### src/rtl/pc_stack.sv
// ============================================================================
//  Module   : pc_stack
//  Purpose  : Program counter with jump, call/return via a register-based
//             return-address stack, stall enable and sticky stack-error flags.
//  Revision : 1.0  initial release
// ============================================================================
`default_nettype none

module pc_stack #(
    parameter int               ADDR_W      = 5,
    parameter int               STACK_DEPTH = 4,
    parameter logic [ADDR_W-1:0] RESET_ADDR = '0
) (
    input  logic                             clk_i,
    input  logic                             rst_i,
    input  logic                             en_i,
    input  logic                             jmp_en_i,
    input  logic                             call_en_i,
    input  logic                             ret_en_i,
    input  logic [ADDR_W-1:0]                jmp_addr_i,
    output logic [ADDR_W-1:0]                addr_o,
    output logic [$clog2(STACK_DEPTH+1)-1:0] depth_o,
    output logic                             full_o,
    output logic                             empty_o,
    output logic                             overflow_o,
    output logic                             underflow_o
);

    localparam int                c_DW    = $clog2(STACK_DEPTH + 1);
    localparam logic [c_DW-1:0]   c_FULL  = c_DW'(STACK_DEPTH);
    localparam logic [c_DW-1:0]   c_EMPTY = '0;

    logic [ADDR_W-1:0] r_addr;
    logic [c_DW-1:0]   r_depth;
    logic              r_overflow;
    logic              r_underflow;
    logic [ADDR_W-1:0] r_stack [STACK_DEPTH];

    logic              w_full;
    logic              w_empty;
    logic              w_do_call;
    logic              w_do_ret;
    logic              w_push;
    logic [ADDR_W-1:0] w_ret_addr;
    logic [ADDR_W-1:0] w_top;

    assign w_full     = (r_depth == c_FULL);
    assign w_empty    = (r_depth == c_EMPTY);
    assign w_ret_addr = r_addr + ADDR_W'(1);

    // Priority decode: jump masks call, call masks return.
    assign w_do_call  = en_i && !jmp_en_i && call_en_i;
    assign w_do_ret   = en_i && !jmp_en_i && !call_en_i && ret_en_i;
    assign w_push     = w_do_call && !w_full;

    // Top-of-stack lives at index depth-1; no bypass of same-edge pushes.
    always_comb begin
        w_top = '0;
        for (int i = 0; i < STACK_DEPTH; i++) begin
            if (r_depth == c_DW'(i + 1)) begin
                w_top = r_stack[i];
            end
        end
    end

    always_ff @(posedge clk_i) begin
        for (int i = 0; i < STACK_DEPTH; i++) begin
            if (w_push && (r_depth == c_DW'(i))) begin
                r_stack[i] <= w_ret_addr;
            end
        end
    end

    always_ff @(posedge clk_i or negedge rst_i) begin
        if (!rst_i) begin
            r_addr      <= RESET_ADDR;
            r_depth     <= '0;
            r_overflow  <= 1'b0;
            r_underflow <= 1'b0;
        end else if (en_i) begin
            if (jmp_en_i) begin
                r_addr <= jmp_addr_i;
            end else if (w_do_call) begin
                if (w_full) begin
                    r_overflow <= 1'b1;
                end else begin
                    r_addr  <= jmp_addr_i;
                    r_depth <= r_depth + c_DW'(1);
                end
            end else if (w_do_ret) begin
                if (w_empty) begin
                    r_underflow <= 1'b1;
                end else begin
                    r_addr  <= w_top;
                    r_depth <= r_depth - c_DW'(1);
                end
            end else begin
                r_addr <= w_ret_addr;
            end
        end
    end

    assign addr_o      = r_addr;
    assign depth_o     = r_depth;
    assign full_o      = w_full;
    assign empty_o     = w_empty;
    assign overflow_o  = r_overflow;
    assign underflow_o = r_underflow;

endmodule

`default_nettype wire

### config.mk
export PLATFORM = sky130hd
export DESIGN_NAME = pc_stack
export DESIGN_NICKNAME = d
export VERILOG_FILES = /design/src/rtl/pc_stack.sv
export SDC_FILE = /design/constraint.sdc
export NUM_CORES = 1
export LEC_CHECK = 0
export ABC_AREA = 0
export BUFFER_PORTS_ARGS = -buffer_cell sky130_fd_sc_hd__buf_2
export CAP_MARGIN = 20
export CORE_ASPECT_RATIO = 0.75
export CORE_MARGIN = 3
export CORE_UTILIZATION = 25
export CTS_CLUSTER_DIAMETER = 100
export CTS_CLUSTER_SIZE = 20
export DETAILED_ROUTE_END_ITERATION = 6
export PLACE_DENSITY_LB_ADDON = 0.12
export RECOVER_POWER = 25
export SETUP_SLACK_MARGIN = 0.05
export SLEW_MARGIN = 20
export SYNTH_ARGS = -nofsm -noshare
export SYNTH_HDL_FRONTEND = slang
export SYNTH_SLANG_ARGS = --single-unit
### constraint.sdc
create_clock -name clk_i -period 5.4 [get_ports clk_i]
set_input_delay 0.54 -clock clk_i [delete_from_list [all_inputs] [get_ports clk_i]]
set_output_delay 0.54 -clock clk_i [all_outputs]
set_load 0.03 [all_outputs]
; Word-level counts from Yosys, hierarchy flattened
; Memories as Yosys holds them, arrays and structs flattened.
; Index checks and enable logic that the tools add are counted.
[word_totals]
mem_count = 1
input_bits = 11
out_inout_bits = 12
wordCells = 69
ram_bits = 20
ff_bits = 10
[classes]
n_eq_ne = 8
reduce_logical = 21
n_mux = 30
n_addsub = 3
n_bitwise = 2
[mem_list]
columns = memory, words, width, rd, rd_clocked_by_memory_dff, wr, line_no
row1 = r_stack, 4, 5, 4, 0, 1, 37  ; logic [ADDR_W-1:0] r_stack [STACK_DEPTH];
[ops]
columns = cell, count
row1 = 5-bit 2-to-1 mux, 12
row2 = 5-bit OR reduction, 3
row3 = 3-bit 2-to-1 mux, 4
row4 = 1-bit 2-to-1 mux, 11
row5 = 5-bit AND reduction, 2
row6 = 1-bit logical AND, 9
row7 = 3-bit by 2-bit == test with 1-bit output (second input constant), 2
row8 = 2-bit 2-to-1 mux, 3
row9 = 5-bit by 1-bit adder with 5-bit output (second input constant), 1
row10 = 4-bit inequality test (second input constant), 1
row11 = 4-bit AND reduction, 1
row12 = 3-bit by 1-bit adder with 3-bit output (second input constant), 1
row13 = 3-bit by 1-bit == test with 1-bit output (second input constant), 1
row14 = 3-bit == test (second input constant), 1
row15 = 1-bit zero test, 3
row16 = 3-bit zero test, 1
row17 = 3-bit inequality test (second input constant), 1
row18 = 3-bit AND reduction, 1
row19 = 3-bit by 1-bit subtractor with 3-bit output (second input constant), 1
row20 = 2-bit by 1-bit inequality test with 1-bit output (second input constant), 1
row21 = 2-bit inequality test (second input constant), 1
row22 = 1-bit NOT, 2
row23 = 2-bit nonzero test, 1

; Depth between registers and ports, before layout
; Gate-level depths: netlist of the first run.
[depth]
word_depth = 11
mapped_depth = 9
mapped_depth_nobuf = 8

; Worst setup path after synthesis of the first run
; No wires, ideal clock.
[synth_path]
path_kind = register to register
from = reg r_depth[0] (netlist: depth_o[0])
to = reg r_addr[2] (netlist: addr_o[2])
n_path_buf = 0
setup_time_ps = 96
required_time_ps = 5304
slack_ps = 3468
period_less_slack_ps = 1932
path_stages_with_launch = 8
t_arrival_ps = 1837
cell_sequence = dfrtp_1 -> inv_1 -> ha_1 -> nand3b_1 -> a211o_1 -> a31oi_1 -> a211oi_1 -> o31ai_1
[synth_via]
elab_chain_cells = 9
elab_cells_between_ends = 16
cone_classes = eq/ne (6) / mux (8) / reduce/logical (2)
[synth_rtl]
columns = element, line_no
row1 = from (decl), 34  ; logic [c_DW-1:0] r_depth;
row2 = from (signal assigned), 88  ; r_depth <= r_depth + c_DW'(1);
row3 = from (signal assigned), 95  ; r_depth <= r_depth - c_DW'(1);
row4 = 3-bit by 1-bit == test with 1-bit output, 60  ; if (r_depth == c_DW'(i + 1)) begin
row5 = 5-bit 2-to-1 mux (4 in series), 60
row6 = 5-bit 2-to-1 mux, 91  ; if (w_empty) begin
row7 = 5-bit 2-to-1 mux, 90  ; end else if (w_do_ret) begin
row8 = 5-bit 2-to-1 mux, 83  ; end else if (w_do_call) begin
row9 = 5-bit 2-to-1 mux, 81  ; if (jmp_en_i) begin
row10 = to (signal assigned), 82  ; r_addr <= jmp_addr_i;
row11 = to (signal assigned), 87  ; r_addr <= jmp_addr_i;
row12 = to (signal assigned), 94  ; r_addr <= w_top;
row13 = to (decl), 33  ; logic [ADDR_W-1:0] r_addr;
; Several ways; a longest one is shown, not always the timed one. The select of a mux whose other input is x is not followed.
; A chain may end at the register's enable or synchronous reset.

; Worst setup path after layout of the first run
[layout_path]
from = reg r_depth[0] (netlist: depth_o[0])
to = out full_o
[layout_via]
elab_chain_cells = 1
[layout_rtl]
columns = element, line_no
row1 = 3-bit == test, 47  ; assign w_full = (r_depth == c_FULL);
row2 = to (decl), 23  ; output logic full_o,
; No other way between the ends.

==> summary.txt, run 1 <==
Floorplan
  – Core Region: 5580 sq um
  – Width of the chip: ~96 microns
  – Starting Density: between 20% and 30%
  – Die outline area: 7020 sq um
  – Ports: 23
  – Die H: 73.3 microns
  – Standard-cell row count: 23

Synth
  – Post-synthesis xor/xnor area fraction: 2.32%
  – Total number of yosys warnings: 0
  – Cell type contributing the most total cell area after synthesis: edfxtp_1
  – Multiplexer area fraction after synthesis: less than 1%
  – Synthesized area: 1510 sq um
  – Part of the Yosys area used for sequential elements: a little under three fifths
  – Combinational family with the most area after synthesis: compound AO/OA/AOI/OAI gates
  – Synth Area in Compound Gates: between 10% and 20%
  – Area share of the leading cell type in the synthesized netlist: between 30 and 40%
  – Share of synthesized cell area in full adder, half adder and majority cells: 5.80%
  – Flop and latch count out of synthesis: 30
  – Synthesized-area fraction occupied by and/or/nand/nor cells: 15.0%
  – Count of cell types in the netlist: 35
  – Synthesized netlist net count: 150
  – Dominant cells by area after synthesis: edfxtp_1, dfrtp_1, ha_1
  – Mapped Cells: approximately 130
  – Mean instance size in the synthesized netlist: 11.4 sq um

Critical path
  – Cell family with the largest share of critical-path delay: buffers and inverters
  – Required @ worst endpoint: 4860 ps
  – Reg2Reg Depth: 8
  – Critical-path maximum fanout: 15
  – Critical path endpoint category: primary output
  – Reg-to-Reg End: addr_o[3]$_DFFE_PN0P_
  – R2R setup slack: 3220 ps
  – Crit Path Category: reg -> out
  – Worst-path cell with the longest stage delay: dfrtp_1
  – Reg-to-reg critical path startpoint: depth_o[0]$_DFFE_PN0P_
  – Cells traversed along the worst timing path: inv_1 -> ha_1 -> nand2_1 -> inv_1 -> buf_2
  – Critical path startpoint category: flip-flop
  – Critical path depth: 5
  – Cell with the most instances on the worst path: inv_1
  – Delay of the slowest cell on the worst path: 440 ps
  – Worst EP arrival: 1900 ps
  – Worst path bufs/invs: 3

Finish
  – Ratio of cells with drive above 1 in the final layout: 20.9%
  – Design area: 1770 sq um
  – Final std cells w/o fill: 233
  – Signed area change from the synthesized netlist to the final layout: 17.2%
  – Share of the core filled with cells in the final layout: 31.7%
  – ANT cells: 0
  – Final net count: 175

Power
  – P_leak: 0.000678 uW
  – Power Density: 464 nW/um^2
  – Maximum resistive drop on vdd: 0.000152 V

Global routing
  – Largest net degree at the start of global routing: 16
  – Initial antenna violation count: 0
  – Grt ovf: 0
  – Vias in the first global route: 1,141
  – Wire length of the first global-routing pass: 5760 microns
  – GRT Overall Usage: between 10 and 15%

Clock tree
  – Number of hold buffers added after CTS: 0
  – Clock latency reported for the late side of the worst-skew pair: about 280 ps
  – TritonCTS Sinks: 30
  – Inserted Clock Buffers: 5
  – Clock tree from TritonCTS: built
  – CTS Root Buffer Type: clkbuf_8
  – # resized after CTS: 0
  – Clock-pin slew of the registers on the worst-case setup and hold paths: 70 ps
  – Max Root-Sink Buffers: 2
  – Count of H-tree levels built during CTS: 2
  – Post-CTS repair timing setup buffer count: 0

STA
  – Setup violators final: 0
  – Setup ws final: 2960 ps
  – Max-slew violations: 0
  – Setup repair after global routing missed its margin: no
  – Post-route clock period utilization: 45.2%
  – Post-layout min period: 2440 ps
  – Slew @ Worst Pin: 760 ps
  – Relative max-transition margin: 49.2%
  – Maximum clock skew at final layout: 4.85 ps
  – Aggregate negative setup slack: 0 ps
  – Max Freq: 410 MHz
  – Number of hold violations in the final report: 0

Status
  – Outcome: completed

Drt
  – Antenna violation net count after detailed routing: 0
  – Routed vias/inst: 4.60
  – Final wirelength: roughly 3500 microns
  – Average routed wire per standard cell: 14.9 microns
  – Number of DRC violations after detailed routing: 0
  – Number of iterations in the first detailed-routing pass: 4
  – Total vias in the final route: between 1,000 and 1,500
  – Iteration-0 DRC count of the detailed router: 31

Place
  – Detail Placement HPWL: 2640 microns
  – Gpl congestion: 0.702
  – Number of buffers inserted by port buffering: 22
  – Place WS: approximately 3100 ps
  – Total placed cells including tap cells: 225
  – Placed standard-cell area: around 1700 sq um

Hold path
  – Min-Delay Path Class: in -> async

Run
  – Max-cap violations: 0
[report_power, final]
part	leakage [uW]	internal (uW)	switching, uW
registers	0.000299	290	37.5
clock network	0.0000416	88.2	93.0
logic	0.000338	104	210
[area by class of cell]
class / count / area (sq um)
clock inverters: 3 / 16.3
repair buffers: 22 / 109
multi-input cells: 90 / 602
flip-flops and latches: 30 / 851
fillers: 601 / 3810
inverters: 8 / 30.0
clock buffers: 5 / 68.8
well taps: 75 / 93.8
[synthesized netlist by cell type]
cell type and count:
nor4b_1 1, nor3b_1 3, nor3b_2 1, a211oi_1 3, clkbuf_1 1, o31ai_1 3, mux2i_1 1, xnor2_1 1
o21bai_1 1, buf_2 1, dfrtp_1 10, nand3_1 2, nand3b_1 4, o22ai_1 2, a21o_1 2, o21ai_0 10
buf_4 1, a221oi_1 2, a31oi_1 3, nor2_1 5, xor2_1 3, o211ai_2 1, nand2b_1 2, nand2_1 19
a41oi_1 1, buf_6 1, a211o_1 3, edfxtp_1 20, ha_1 7, and4bb_4 1, inv_1 8, a21oi_1 4
nand2b_2 1, nor3_1 3, a21oi_2 1
[state kept, by name, summed over array words and instances (netlist names)]
| register | flops |
|---|---|
| r_stack | 20 |
| addr_o | 5 |
| depth_o | 3 |
| overflow_o | 1 |
| underflow_o | 1 |
[per-layer routing]
layer,up-vias,GRT usage [%],wire [microns]
met5,-,0,0
met4,0,4.10,33
met3,5,3.48,134
met2,15,15.3,1470
met1,517,16.1,1830
li1,535,-,-
[worst register-to-register path: stages, from the launching register on]
cell,delay [ps]
dfrtp_1,440
inv_1,110
ha_1,240
nand2_1,380
inv_1,220
a221oi_1,320
a21oi_1,130
o22ai_1,120
o21ai_0,90
[cell usage in the layout (no fill, tap or decap), types with 4 or more instances in the layout]
cell      synthesis  routed
a21oi_1           4       4
buf_2             1      21
clkbuf_8          0       5
dfrtp_1          10      10
edfxtp_1         20      20
ha_1              7       7
inv_1             8       8
nand2_1          19      19
nand3b_1          4       4
nor2_1            5       5
o21ai_0          10      10
[worst max path at each step]
stage | from | endpoint | slack [ps]
final | depth_o[0]$_DFFE_PN0P_ | full_o | 2960
after global routing | depth_o[0]$_DFFE_PN0P_ | full_o | 2740
after CTS | depth_o[0]$_DFFE_PN0P_ | full_o | 2910
after detailed placement | jmp_en_i | r_stack[1][3]$_DFFE_PP_ | 3110
after global placement | jmp_en_i | r_stack[1][3]$_DFFE_PP_ | 3160
after floorplan | depth_o[0]$_DFFE_PN0P_ | addr_o[2]$_DFFE_PN0P_ | 3470
[per-stage QoR]
step | hold WS (ps) | power, uW
after floorplan | 244 | 560
after global placement | 422 | 647
after detailed placement | 429 | 652
after CTS | 121 | 835
after global routing | 283 | 881
final | 239 | 822
[cells by family after synthesis]
kind of cell,Yosys count
XOR/XNOR,4
AND/OR/NAND/NOR,42
AO/OA/AOI/OAI,36
flip-flops,30
buffers and inverters,12
multiplexers,1
adder cells (fa/ha/maj),7
Note: power is estimated with default switching activity, not from simulation.
==> run 2: changes to the inputs <==
clock period = 2.5 ns   (was 5.4 ns; I/O delays follow)
==> summary.txt, run 2 (synthesis results as in run 1) <==
Drt
  – Total vias in the final route: 1,094
  – Number of iterations in the first detailed-routing pass: 5
  – Antenna violation net count after detailed routing: 0
  – Number of DRC violations after detailed routing: 0
  – Final wirelength: 3440 microns
  – Iteration-0 DRC count of the detailed router: 53
  – Average routed wire per standard cell: 14.5 microns
  – Routed vias/inst: 4.60

Clock tree
  – # resized after CTS: 0
  – Inserted Clock Buffers: 5
  – Number of hold buffers added after CTS: 1
  – CTS Root Buffer Type: clkbuf_8
  – Count of H-tree levels built during CTS: 2
  – Clock latency reported for the late side of the worst-skew pair: between 200 and 300 ps
  – Post-CTS repair timing setup buffer count: 0
  – Clock-pin slew of the registers on the worst-case setup and hold paths: 70 ps
  – Max Root-Sink Buffers: 2
  – Clock tree from TritonCTS: built
  – TritonCTS Sinks: 30

STA
  – Relative max-transition margin: between 50% and 60%
  – Max-slew violations: 0
  – Post-layout min period: roughly 2200 ps
  – Setup ws final: 314 ps
  – Max Freq: around 460 MHz
  – Maximum clock skew at final layout: 7.00 ps
  – Post-route clock period utilization: 87.4%
  – Number of hold violations in the final report: 0
  – Aggregate negative setup slack: 0 ps
  – Slew @ Worst Pin: 611 ps
  – Setup violators final: 0
  – Worst hold slack across all endpoints: 269 ps
  – Setup repair after global routing missed its margin: no

Critical path
  – Critical path startpoint category: flip-flop
  – Critical path endpoint category: flip-flop
  – Required @ worst endpoint: 2640 ps
  – Cells traversed along the worst timing path: inv_1 -> ha_1 -> nand2_1 -> inv_1 -> a221oi_1 -> a21oi_1 -> o22ai_1 -> o21ai_0
  – Critical-path maximum fanout: 15
  – Worst-path cell with the longest stage delay: dfrtp_1
  – Worst EP arrival: between 2000 and 2500 ps
  – Cell with the most instances on the worst path: inv_1
  – Crit Path Category: reg -> reg
  – Delay of the slowest cell on the worst path: 440 ps

Global routing
  – Wire length of the first global-routing pass: 5760 microns
  – Vias in the first global route: approximately 1,100
  – Grt ovf: 0
  – GRT Overall Usage: approximately 11%
  – Largest net degree at the start of global routing: 16
  – Initial antenna violation count: 0

Place
  – Number of buffers inserted by port buffering: 22
  – Detail Placement HPWL: between 2000 and 3000 microns
  – Place WS: 326 ps
  – Placed standard-cell area: 1720 sq um
  – Gpl congestion: 0.684

Floorplan
  – Core Region: 5580 sq um
  – Ports: 23
  – Width of the chip: 95.7 microns
  – Die H: 73.3 microns
  – Die outline area: 7020 sq um
  – Starting Density: 27.1%
  – Standard-cell row count: 23

Finish
  – Ratio of cells with drive above 1 in the final layout: around 22%
  – Most used cells in the layout excluding fill and tap cells: buf_2, edfxtp_1, nand2_1, o21ai_0, dfrtp_1
  – Layout filler cell count: 595
  – Most frequent standard cell in the layout excluding fill and tap cells: buf_2
  – ANT cells: 0
  – Final net count: 180
  – Max FFs per register: 20
  – Design area: between 1500 and 2000 sq um
  – Signed area change from the synthesized netlist to the final layout: 20.2%
  – Largest register by flop count: r_stack

Hold path
  – Min-Delay Path Class: in -> reg

Run
  – Max-cap violations: 0

Power
  – Power consumption: 1800 uW
  – P_leak: ~0.00071 uW
  – Power Density: 993 nW/um^2
  – Maximum resistive drop on vdd: between 0.0003 and 0.0004 V

Status
  – Outcome: completed
run 2: changes by cell type in the layout (fill, tap and decap cells not counted), sizes merged:
cell         change
buf              +4
clkbuf           +3
clkinv           -2
clkinvlp         -1
dlygate4sd3      +1
run 2: final timing paths:
check	startpoint	end	slack, ps	cells after the start
min in group asynchronous	rst_i	depth_o[0]$_DFFE_PN0P_	490	2
max in group asynchronous	rst_i	addr_o[3]$_DFFE_PN0P_	1610	2
hold / removal	jmp_addr_i[0]	addr_o[0]$_DFFE_PN0P_	270	3
hold reg to reg	underflow_o$_DFFE_PN0P_	underflow_o$_DFFE_PN0P_	470	1
setup / recovery	depth_o[0]$_DFFE_PN0P_	addr_o[4]$_DFFE_PN0P_	310	8
setup reg to reg	depth_o[0]$_DFFE_PN0P_	addr_o[4]$_DFFE_PN0P_	310	8
run 2: per-stage QoR:
step,utilization (%),cells
after floorplan,-,132
after global placement,30.7,229
after detailed placement,30.7,229
after CTS,32.5,238
after global routing,32.5,238
final,32.5,238
run 2: metal layers:
metal,GRT usage [%],share of wire (%),vias to the layer above
li1,-,-,543
met1,15.6,50,519
met2,16.3,44,30
met3,3.48,5.0,2
met4,2.84,0.087,0
met5,0,0,-
run 2: area by class of cell:
| type | instances | area [sq um] | area share [%] |
|---|---|---|---|
| tap | 75 | 93.8 | 5.17 |
| sequential | 30 | 851 | 46.9 |
| clock buffer | 8 | 90.1 | 4.96 |
| timing repair buffer | 27 | 149 | 8.20 |
| inverter | 8 | 30.0 | 1.65 |
| multi-input combinational | 90 | 602 | 33.1 |
run 2: power by group:
group	leakage, uW	switching, uW	internal [uW]
Combinational	0.000363	482	237
Clock	0.0000455	174	224
Sequential	0.000299	57.8	627
run 2: worst max-delay path, delay by kind of cell (launching register included):
| family | cells | cell delay [ps] |
|---|---|---|
| buf+inv | 2 | 350 |
| simple gates | 1 | 380 |
| compound gates | 4 | 640 |
| flops | 1 | 440 |
| fa+ha+maj | 1 | 240 |
